### src/rtl/bus_register_bank.sv
// SLC-3 architectural state behind the bus gate: PC, IR, MAR, MDR, R0-R7, NZP, BEN.
// Ports: Clk/Reset_n; Bus, ADDR_SUM, MEM_RDATA sources; LD_* strobes; PCMUX/MIO_EN/DRMUX/SR1MUX
// selects; PC/IR/MAR/MDR/NZP/BEN state; SR1_OUT/SR2_OUT/ALU_B combinational reads.
module bus_register_bank #(
  parameter int W    = 16,
  parameter int NREG = 8
) (
  input  logic         Clk,
  input  logic         Reset_n,
  input  logic [W-1:0] Bus,
  input  logic         LD_PC,
  input  logic         LD_IR,
  input  logic         LD_MAR,
  input  logic         LD_MDR,
  input  logic         LD_REG,
  input  logic         LD_CC,
  input  logic         LD_BEN,
  input  logic [1:0]   PCMUX,
  input  logic [W-1:0] ADDR_SUM,
  input  logic         MIO_EN,
  input  logic [W-1:0] MEM_RDATA,
  input  logic         DRMUX,
  input  logic         SR1MUX,
  output logic [W-1:0] PC,
  output logic [W-1:0] IR,
  output logic [W-1:0] MAR,
  output logic [W-1:0] MDR,
  output logic [W-1:0] SR1_OUT,
  output logic [W-1:0] SR2_OUT,
  output logic [W-1:0] ALU_B,
  output logic [2:0]   NZP,
  output logic         BEN
);

  logic [W-1:0] r_pc;
  logic [W-1:0] r_ir;
  logic [W-1:0] r_mar;
  logic [W-1:0] r_mdr;
  logic [W-1:0] r_rf [NREG];
  logic [2:0]   r_nzp;
  logic         r_ben;

  logic [W-1:0] w_pc_next;
  logic [W-1:0] w_mdr_next;
  logic [2:0]   w_nzp_next;
  logic         w_ben_next;
  logic [2:0]   w_dr;
  logic [2:0]   w_sr1;
  logic [2:0]   w_sr2;
  logic [W-1:0] w_sr1_data;
  logic [W-1:0] w_sr2_data;
  logic [W-1:0] w_imm5;
  logic         w_n;
  logic         w_z;

  always_comb begin
    w_pc_next = r_pc;
    unique case (PCMUX)
      2'b00:   w_pc_next = r_pc + W'(1);
      2'b01:   w_pc_next = Bus;
      2'b10:   w_pc_next = ADDR_SUM;
      default: w_pc_next = r_pc;
    endcase
  end

  assign w_mdr_next = MIO_EN ? MEM_RDATA : Bus;

  // N and Z are mutually exclusive, so P = !N & !Z keeps the code one-hot.
  assign w_n        = Bus[W-1];
  assign w_z        = (Bus == '0);
  assign w_nzp_next = {w_n, w_z, ~w_n & ~w_z};

  // Uses registered IR/NZP, so same-edge LD_IR or LD_CC cannot leak in.
  assign w_ben_next = |(r_ir[11:9] & r_nzp);

  assign w_dr  = DRMUX  ? 3'd7        : r_ir[11:9];
  assign w_sr1 = SR1MUX ? r_ir[8:6]   : r_ir[11:9];
  assign w_sr2 = r_ir[2:0];

  assign w_sr1_data = r_rf[w_sr1];
  assign w_sr2_data = r_rf[w_sr2];
  assign w_imm5     = {{(W-5){r_ir[4]}}, r_ir[4:0]};

  always_ff @(posedge Clk or negedge Reset_n) begin
    if (!Reset_n) begin
      r_pc  <= '0;
      r_ir  <= '0;
      r_mar <= '0;
      r_mdr <= '0;
      r_nzp <= 3'b010;
      r_ben <= 1'b0;
    end else begin
      if (LD_PC)  r_pc  <= w_pc_next;
      if (LD_IR)  r_ir  <= Bus;
      if (LD_MAR) r_mar <= Bus;
      if (LD_MDR) r_mdr <= w_mdr_next;
      if (LD_CC)  r_nzp <= w_nzp_next;
      if (LD_BEN) r_ben <= w_ben_next;
    end
  end

  always_ff @(posedge Clk or negedge Reset_n) begin
    if (!Reset_n) begin
      for (int i = 0; i < NREG; i++) r_rf[i] <= '0;
    end else if (LD_REG) begin
      r_rf[w_dr] <= Bus;
    end
  end

  assign PC      = r_pc;
  assign IR      = r_ir;
  assign MAR     = r_mar;
  assign MDR     = r_mdr;
  assign NZP     = r_nzp;
  assign BEN     = r_ben;
  assign SR1_OUT = w_sr1_data;
  assign SR2_OUT = w_sr2_data;
  assign ALU_B   = r_ir[5] ? w_imm5 : w_sr2_data;

endmodule

### config.mk
export PLATFORM = sky130hd
export DESIGN_NAME = bus_register_bank
export DESIGN_NICKNAME = d
export VERILOG_FILES = /design/src/rtl/bus_register_bank.sv
export SDC_FILE = /design/constraint.sdc
export NUM_CORES = 1
export LEC_CHECK = 0
export CELL_PAD_IN_SITES_DETAIL_PLACEMENT = 1
export CELL_PAD_IN_SITES_GLOBAL_PLACEMENT = 1
export CORE_MARGIN = 2
export CORE_UTILIZATION = 47
export CTS_CLUSTER_SIZE = 12
export DETAILED_ROUTE_END_ITERATION = 10
export PLACE_DENSITY = 0.92
export SLEW_MARGIN = 20
export SYNTH_ARGS = -nofsm -noshare
export SYNTH_HDL_FRONTEND = slang
export SYNTH_SLANG_ARGS = --single-unit
### constraint.sdc
create_clock -name Clk -period 6.9 [get_ports Clk]
set_clock_uncertainty 0.2 [all_clocks]
set_input_delay 1.38 -clock Clk [delete_from_list [all_inputs] [get_ports Clk]]
set_output_delay 1.38 -clock Clk [all_outputs]
set_load 0.02 [all_outputs]
==> results of run 1 <==
## worst paths after layout
| kind | start | endpoint | slack (ns) | cells past startpoint |
|---|---|---|---|---|
| min in group asynchronous | Reset_n | MDR[1] | 0.80 | 1 |
| max | SR1MUX | SR1_OUT[15] | 1.17 | 6 |
| max in group asynchronous | Reset_n | r_rf[110] | 4.41 | 2 |
| min | MAR[0] | MAR[0] | 0.31 | 1 |
| max reg2reg | IR[9] | r_rf[77] | 4.30 | 3 |
| min reg2reg | MAR[0] | MAR[0] | 0.31 | 1 |
## layer usage
metal	global-route usage, %	share of wire, %	vias up	wire length, um
li1	-	-	3179	-
met4	13.4	3.7	0	1240
met2	51.9	52	339	17600
met3	5.81	5.9	97	1980
met5	0	0	-	0
met1	35.4	39	4059	13000
## power breakdown
part,leakage (nW),internal (mW),switching (mW)
clock,0.274,0.508,0.489
combinational,2.71,0.870,0.700
sequential,2.35,1.44,0.307
## cell usage after synthesis, drive strengths merged
cell type	n	area [um2]
mux2	197	2220
dfrtp	195	4880
nand2	65	244
mux4	63	1500
clkbuf	36	139
buf	34	224
nor2	30	115
mux2i	29	303
a21oi	26	130
a221oi	15	131
nand3	9	45.0
o21ai	9	45.0
nor4	8	56.3
a22o	7	61.3
o22ai	7	43.8
nand4	5	31.3
and3	4	25.0
ha	4	50.1
inv	4	15.0
nand2b	4	25.0
nor3	4	25.0
a211oi	2	15.0
and4	2	17.5
nor2b	2	12.5
nor3b	2	20.0
a222oi	1	10.0
a22oi	1	7.51
dfstp	1	26.3
nand4b	1	8.76
o211ai	1	7.51
o21bai	1	7.51
or2	1	6.26
## worst max-delay path, delay by kind of cell
family / cells / cell delay [ns]
AO/OA/AOI/OAI: 1 / 0.16
AND/OR/NAND/NOR: 1 / 0.08
multiplexers: 2 / 1.18
buffers and inverters: 2 / 1.34
## logic make-up (layout without fill, tap and decap cells)
logic type                 count (synthesis)  count (layout)  synth area share, %
and+or+nand+nor                          137             137                 6.05
AOI/OAI and AO/OA                         70              70                 4.40
adders and majority gates                  4               4                0.479
muxes                                    289             289                 38.5
DFF                                      196             196                 47.0
buffers and inverters                     74             229                 3.62
## sequential cells by signal, indices dropped and copies added, names as in the netlist
signal,count
BEN,1
IR,16
MAR,16
MDR,16
NZP,3
PC,16
r_rf,128
## area by class of cell
| cell class | instances | area, um2 |
|---|---|---|
| multi-input cells | 500 | 5210 |
| inverters | 4 | 15.0 |
| repair buffers | 193 | 1900 |
| well taps | 280 | 350 |
| fillers | 2114 | 8860 |
| clock buffers | 17 | 425 |
| flip-flops and latches | 196 | 4910 |
| clock inverters | 15 | 150 |
==> run metrics, run 1 <==
post-cts sizing count=0; final setup fails=0; ratio of cells with drive above 1 in the final layout=32.3%; Highest Clock Rate=0.175 GHz; global-route wire length before repair=52700 um; setup ws final=1.17 ns; DR pass1 iterations=5; Hold-fix buffers, CTS=0; Clk Latency, worst-skew pair=0.44 ns; DIE WIDTH=153 um; Final Slew Violations=0; placer congestion estimate=0.796; LEAKAGE=5.34 nW; DRT iter0 DRCs=546; Area after DPL=0.0124 mm2; Yosys cell types=44; Placeable Area=0.0218 mm2; total track usage=29.6%; Cells after DPL=1172; n_diodes=0; synthesized net count=836; dpl hpwl=21900 um; Arrival @ worst endpoint=4.15 ns; Root Buffer=clkbuf_16; Worst-Margin Slew=1.15 ns; most frequent cells in the layout=mux2_2 (197), dfrtp_1 (195), clkdlybuf4s50_1 (175), nand2_1 (65), mux4_2 (41); Max stage delay on crit path=0.75 ns; fin util=59.4%; depth of the CTS H-tree=4; crit path max fanout=16; worst-path cell chain=clkdlybuf4s50_1, mux2_2, mux4_2, nand2_1, o21ai_0, clkdlybuf4s50_1; DRC=0; IO Port Bufs=177; initial core utilization=47.9%; initial antenna violation count=0; Post-Syn Area=0.0104 mm2; Max Cap Violations=0; post-CTS setup repair buffer count=0; # IOs=178; routed length per instance=28.0 um; full die area=0.0234 mm2; grt ovf=0; CTS buffer count=17; pin count of the biggest net entering global routing=93; WHS=0.315 ns; Worst EP required=5.32 ns; die height=153 um; Synthesis Warnings=0; status=complete, no violations; CTS tree=yes; power per standard cell area=333 mW/mm2; Tmin final=5.73 ns; DR vias=7674; setup slack after placement=1.21 ns; Fin Setup TNS=0 ns; cell mode on critical path=clkdlybuf4s50_1; clk buf depth=2; commonest non-fill, non-tap cell in the layout=mux2_2; Mapped Cells=770; Relative slew margins=23.1%; Rows=54; Yosys reg bits=196; kind of critical path=in -> out; cell area after layout=0.0130 mm2; vias in the first global route=8773; Final Hold Vio Count=0; Syn Area/Cell=13.6 um2; fin nets=978; class of the tightest hold or removal check=reg -> reg; Peak VDD IR=0.162 mV; Vias/cell=6.37; RSZ-0062 raised after global routing=false; CP startpoint kind=input port; clock-pin slew on the worst setup and hold paths=0.07 ns; final critical-path share of the clock period=83.0%; Finished Layout Cells=1205; critical path's slowest cell=clkdlybuf4s50_1; final wirelength=33800 um; total power=4.32 mW; P&R area growth vs syn=24.1%; Clock Sinks=196; Routed Antenna Nets=0; Setup crit end kind=output pin; Seq/Total Area, Yosys=47.0%
No activity file was read; power rests on OpenSTA's default activity.
==> run 2: changes to the inputs <==
--- a/config.mk
+++ b/config.mk
@@ -8,10 +8,10 @@
 export CELL_PAD_IN_SITES_DETAIL_PLACEMENT = 1
 export CELL_PAD_IN_SITES_GLOBAL_PLACEMENT = 1
 export CORE_MARGIN = 2
-export CORE_UTILIZATION = 47
+export CORE_UTILIZATION = 40
 export CTS_CLUSTER_SIZE = 12
 export DETAILED_ROUTE_END_ITERATION = 10
-export PLACE_DENSITY = 0.92
+export PLACE_DENSITY = 0.84
 export SLEW_MARGIN = 20
 export SYNTH_ARGS = -nofsm -noshare
 export SYNTH_HDL_FRONTEND = slang
==> constraint.sdc (replaced) <==
create_clock -name Clk -period 4.9 [get_ports Clk]
set_clock_uncertainty 0.2 [all_clocks]
set_input_delay 0.98 -clock Clk [delete_from_list [all_inputs] [get_ports Clk]]
set_output_delay 0.98 -clock Clk [all_outputs]
set_load 0.02 [all_outputs]
==> run 2 against run 1 <==
  * Sequential power grew 40%
  * Worst setup slack lost 0.91 ns
  * Combinational power grew 39%
  * First-iteration DRC count shrank 17%
  * Sequential share of layout area shrank 0.40 points
  * Critical path type unchanged
==> run metrics, run 2 (synthesized netlist as in run 1, its figures left out) <==
most frequent cells in the layout=mux2_2 (197), dfrtp_1 (195), clkdlybuf4s50_1 (175), nand2_1 (65), mux4_2 (41); class of the tightest hold or removal check=reg -> reg; Final Slew Violations=0 (unchanged); post-CTS setup repair buffer count=0 (unchanged); DR pass1 iterations=4 (-1); Worst-Margin Slew=1.09 ns (-0.0623 ns); DR vias=7498 (-2.3%); Tmin final=4.64 ns; RSZ-0062 raised after global routing=false; Peak VDD IR=0.195 mV (+21%); post-cts sizing count=0 (unchanged); kind of critical path=in -> out; CTS tree=yes; initial antenna violation count=0 (unchanged); Root Buffer=clkbuf_16; fin util=50.7% (-8.7 points); Arrival @ worst endpoint=3.46 ns (-0.69 ns); die height=166 um (+8.2%); power per standard cell area=459 mW/mm2 (+38%); final critical-path share of the clock period=94.7%; n_diodes=0 (unchanged); CTS buffer count=17 (unchanged); clock-pin slew on the worst setup and hold paths=0.07 ns (about the same); placer congestion estimate=0.811 (+1.9%); dpl hpwl=21800 um (-0.53%); pin count of the biggest net entering global routing=98 (+5.4%); Vias/cell=5.90 (-7.3%); Fill cells=2575 (+22%); Worst EP required=3.72 ns (-1.60 ns); global-route wire length before repair=50200 um (-4.6%); crit path max fanout=33 (+17); DIE WIDTH=166 um (+8.2%); final wirelength=32600 um (-3.6%); fin nets=988 (+1.0%); Clk Latency, worst-skew pair=0.43 ns (about the same); final setup fails=0 (unchanged); setup ws final=0.261 ns (-0.911 ns); setup slack after placement=0.310 ns (-0.896 ns); Placeable Area=0.0258 mm2 (+18%); Max Cap Violations=0 (unchanged); DRC=0 (unchanged); # IOs=178 (unchanged); Biggest register=r_rf; routed length per instance=25.7 um (-8.5%); DRT iter0 DRCs=453 (-17%); total track usage=24.0% (-5.6 points); vias in the first global route=8070 (-8.0%); Highest Clock Rate=0.216 GHz; grt ovf=0 (unchanged); initial core utilization=40.4% (-7.4 points); Rows=59 (+9.3%); CP startpoint kind=input port; max FFs per register=128 (unchanged); Hold-fix buffers, CTS=0 (unchanged); Setup crit end kind=output pin; Fin Setup TNS=0 ns (unchanged); full die area=0.0274 mm2 (+17%); status=complete, no violations; IO Port Bufs=177 (unchanged); Relative slew margins=27.0% (+3.9 points); Final Hold Vio Count=0 (unchanged); clk buf depth=2 (unchanged); Clock Sinks=196 (unchanged); depth of the CTS H-tree=4 (unchanged); ratio of cells with drive above 1 in the final layout=32.9% (+0.62 points); commonest non-fill, non-tap cell in the layout=mux2_2; LEAKAGE=5.39 nW (+0.87%); Routed Antenna Nets=0 (unchanged); P&R area growth vs syn=25.4%
==> run 2: through the flow <==
step	std cells	total power, mW	cell area (um2)	hold WS (ns)
detailed placement	1238	4.63	12500	0.296
CTS	1270	6.05	13100	0.314
finish	1270	6.02	13100	0.309
global route	1270	6.29	13100	0.332
floorplan	770	3.70	10400	0.285
global placement	1238	4.52	12500	0.290
==> run 2: area by class of cell <==
type                       instances  area, um2  share of cell area, %
clock buffer                      18        439                   3.35
clock inverter                    14        141                   1.08
inverter                           4       15.0                  0.115
multi-input combinational        500       5190                   39.6
sequential                       196       4910                   37.5
tap                              335        419                   3.20
timing repair buffer             203       1990                   15.2
==> run 2: worst max-delay path: stages <==
cell and delay, ns:
clkdlybuf4s50_1 0.56, mux2i_4 0.27, buf_12 0.28, mux4_2 0.55, nand2_1 0.10, nand2_1 0.12, clkdlybuf4s50_1 0.56
==> run 2: power breakdown <==
part	leakage, nW	switching [mW]	internal (mW)
clock network	0.278	0.662	0.730
logic	2.76	0.950	1.23
registers	2.35	0.411	2.04
total	5.39	2.02	3.99
==> run 2: worst paths after layout <==
kind,end,cells past startpoint,slack (ns),from
worst min register to register,MAR[0],1,0.31,MAR[0]
worst max register to register,r_rf[10],4,2.37,IR[11]
max in group asynchronous,NZP[1],2,2.95,Reset_n
min in group asynchronous,r_rf[126],1,0.40,Reset_n
worst min-delay path,MAR[0],1,0.31,MAR[0]
worst max-delay path,SR1_OUT[12],7,0.26,SR1MUX
==> run 2: layer usage <==
metal	wire [um]	track usage, %	vias up
met5	0	0	-
met4	1150	10.3	0
met3	1500	4.25	64
met2	16500	40.5	240
met1	13400	30.5	3982
li1	-	-	3212
==> run 3: changes to the inputs <==
--- a/config.mk
+++ b/config.mk
@@ -8,10 +8,11 @@
 export CELL_PAD_IN_SITES_DETAIL_PLACEMENT = 1
 export CELL_PAD_IN_SITES_GLOBAL_PLACEMENT = 1
 export CORE_MARGIN = 2
-export CORE_UTILIZATION = 40
+export CORE_UTILIZATION = 44
 export CTS_CLUSTER_SIZE = 12
 export DETAILED_ROUTE_END_ITERATION = 10
-export PLACE_DENSITY = 0.84
+export PLACE_DENSITY = 0.87
+export SETUP_SLACK_MARGIN = 0.4
 export SLEW_MARGIN = 20
 export SYNTH_ARGS = -nofsm -noshare
 export SYNTH_HDL_FRONTEND = slang
==> constraint.sdc (replaced) <==
create_clock -name Clk -period 5.3 [get_ports Clk]
set_clock_uncertainty 0.2 [all_clocks]
set_input_delay 1.06 -clock Clk [delete_from_list [all_inputs] [get_ports Clk]]
set_output_delay 1.06 -clock Clk [all_outputs]
set_load 0.02 [all_outputs]
==> run 3 against run 2 <==
  * Critical path depth unchanged
  * Sequential cell count unchanged
  * Clock power about the same
  * Combinational power down 6%
  * Design area up 0.35%
  * Sequential power down 7%
  * Via count up 2.8%
  * Largest power group unchanged
  * Total power down 5.5%
  * Critical path type unchanged
  * Final cell count down 1.4%
  * Global-route usage up 4.5 points
==> run metrics, run 3 (synthesized netlist as in run 1, its figures left out) <==
initial antenna violation count=0 (unchanged); placer congestion estimate=0.817 (+0.75%); clk buf depth=2 (unchanged); Reg-to-Reg Start=IR[9]; Highest Clock Rate=0.210 GHz; hold path cells=1 (unchanged); Clk Latency, worst-skew pair=0.44 ns (about the same); kind of critical path=in -> out; DR pass1 iterations=7 (+3); Vias/cell=6.15 (+4.2%); die height=158 um (-4.5%); Critical Path End=SR1_OUT[12]; routed length per instance=27.3 um (+6.5%); top cell family by delay on the critical path=buffers and inverters; worst reg2reg setup slack=2.58 ns (+0.21 ns); DR vias=7705 (+2.8%); RSZ-0062 raised after global routing=false; Crit. path cell count=7 (unchanged); CP startpoint kind=input port; # IOs=178 (unchanged); Fill cells=2301 (-11%); Hold-fix buffers, CTS=0 (unchanged); final critical-path share of the clock period=89.9%; Root Buffer=clkbuf_16; Worst-Margin Slew=1.04 ns (-0.0563 ns); final setup fails=0 (unchanged); class of the tightest hold or removal check=reg -> reg; fin nets=986 (-0.20%); critical path's slowest cell=mux4_2; RR Endpoint=r_rf[108]; fin util=56.2% (+5.5 points); Rows=56 (-5.1%); grt ovf=0 (unchanged); Final Slew Violations=0 (unchanged); status=complete, no violations; P&R area growth vs syn=25.8%; IO Port Bufs=177 (unchanged); Max stage delay on crit path=0.57 ns (about the same); DIE WIDTH=158 um (-4.5%); post-CTS setup repair buffer count=0 (unchanged); crit path max fanout=33 (unchanged); Worst R2R Path Depth=4 (unchanged); ratio of cells with drive above 1 in the final layout=32.7% (-0.25 points); setup slack after placement=0.560 ns (+0.249 ns); Arrival @ worst endpoint=3.50 ns (+0.04 ns); Placeable Area=0.0234 mm2 (-9.4%); post-cts sizing count=0 (unchanged); Setup crit end kind=output pin; Max Cap Violations=0 (unchanged); n_diodes=0 (unchanged); Tmin final=4.76 ns; DRT iter0 DRCs=420 (-7.3%); cell area after layout=0.0131 mm2 (+0.35%); CTS tree=yes; Final Hold Vio Count=0 (unchanged); power per standard cell area=433 mW/mm2 (-5.8%); total power=5.69 mW (-5.5%); worst-path cell chain=clkdlybuf4s50_1, mux2i_4, buf_12, mux4_2, nand2_1, nand2_1, clkdlybuf4s50_1; most frequent cells in the layout=mux2_2 (197), dfrtp_1 (195), clkdlybuf4s50_1 (175), nand2_1 (65), mux4_2 (41); pin count of the biggest net entering global routing=127 (+30%); vias in the first global route=8348 (+3.4%); Routed Antenna Nets=0 (unchanged); Area after DPL=0.0125 mm2 (-0.24%); full die area=0.0250 mm2 (-8.9%); depth of the CTS H-tree=4 (unchanged); final wirelength=34200 um (+5.0%); dpl hpwl=21800 um (-0.20%); initial core utilization=44.6% (+4.2 points); setup ws final=0.537 ns (+0.276 ns); commonest non-fill, non-tap cell in the layout=mux2_2; Peak VDD IR=0.207 mV (+5.9%); Clock Sinks=196 (unchanged); WP buf/inv=3 (unchanged); global-route wire length before repair=52000 um (+3.6%); LEAKAGE=5.43 nW (+0.69%); Critical Path Start=SR1MUX; CTS buffer count=17 (unchanged); Biggest register=r_rf; total track usage=28.5% (+4.5 points); Worst EP required=4.04 ns (+0.32 ns); clock-pin slew on the worst setup and hold paths=0.07 ns (about the same); max FFs per register=128 (unchanged); Fin Setup TNS=0 ns (unchanged); DRC=0 (unchanged); Relative slew margins=30.8% (+3.8 points)
## run 3: where the power goes
part / internal, mW / switching (mW) / total, mW
Sequential: 1.88 / 0.389 / 2.27
Combinational: 1.14 / 0.901 / 2.04
Clock: 0.784 / 0.594 / 1.38
Total: 3.81 / 1.88 / 5.69
## run 3: worst min-delay path by stage
stage / end / startpoint
after floorplan: r_rf[63] / r_rf[63]
after global placement: MAR[9] / MAR[9]
after detailed placement: MAR[7] / MAR[7]
after CTS: MAR[4] / MAR[4]
after global routing: PC[4] / Reset_n
final: MAR[4] / MAR[4]
## run 3: final cells by class
cell class / instances / area, um2 / share of cell area (%)
clock buffers: 21 / 470 / 3.58
clock inverters: 11 / 148 / 1.12
inverters: 4 / 15.0 / 0.114
multi-input cells: 500 / 5200 / 39.6
flip-flops and latches: 196 / 4910 / 37.3
well taps: 319 / 399 / 3.04
repair buffers: 201 / 2010 / 15.3
## run 3: worst register-to-register path: cells and delay by family, from the launching register on
| kind | cells | cell delay [ns] |
|---|---|---|
| buf+inv | 1 | 0.26 |
| simple gates | 2 | 0.99 |
| mux | 1 | 0.39 |
| flops | 1 | 0.76 |
## run 3: per-stage QoR
step           instances  hold WS [ns]
2_1_floorplan        770         0.285
3_3_place_gp        1217         0.290
3_5_place_dp        1218         0.296
4_1_cts             1250         0.314
5_1_grt             1252         0.327
6_report            1252         0.313
## run 3: routing by layer
metal / vias to the layer above / global-route usage (%) / wire (um) / part of all wire [%]
met1: 4098 / 34.2 / 13300 / 39
met5: - / 0 / 0 / 0
li1: 3210 / - / - / -
met4: 0 / 11.5 / 1150 / 3.4
met3: 75 / 5.86 / 1980 / 5.8
met2: 322 / 50.1 / 17800 / 52
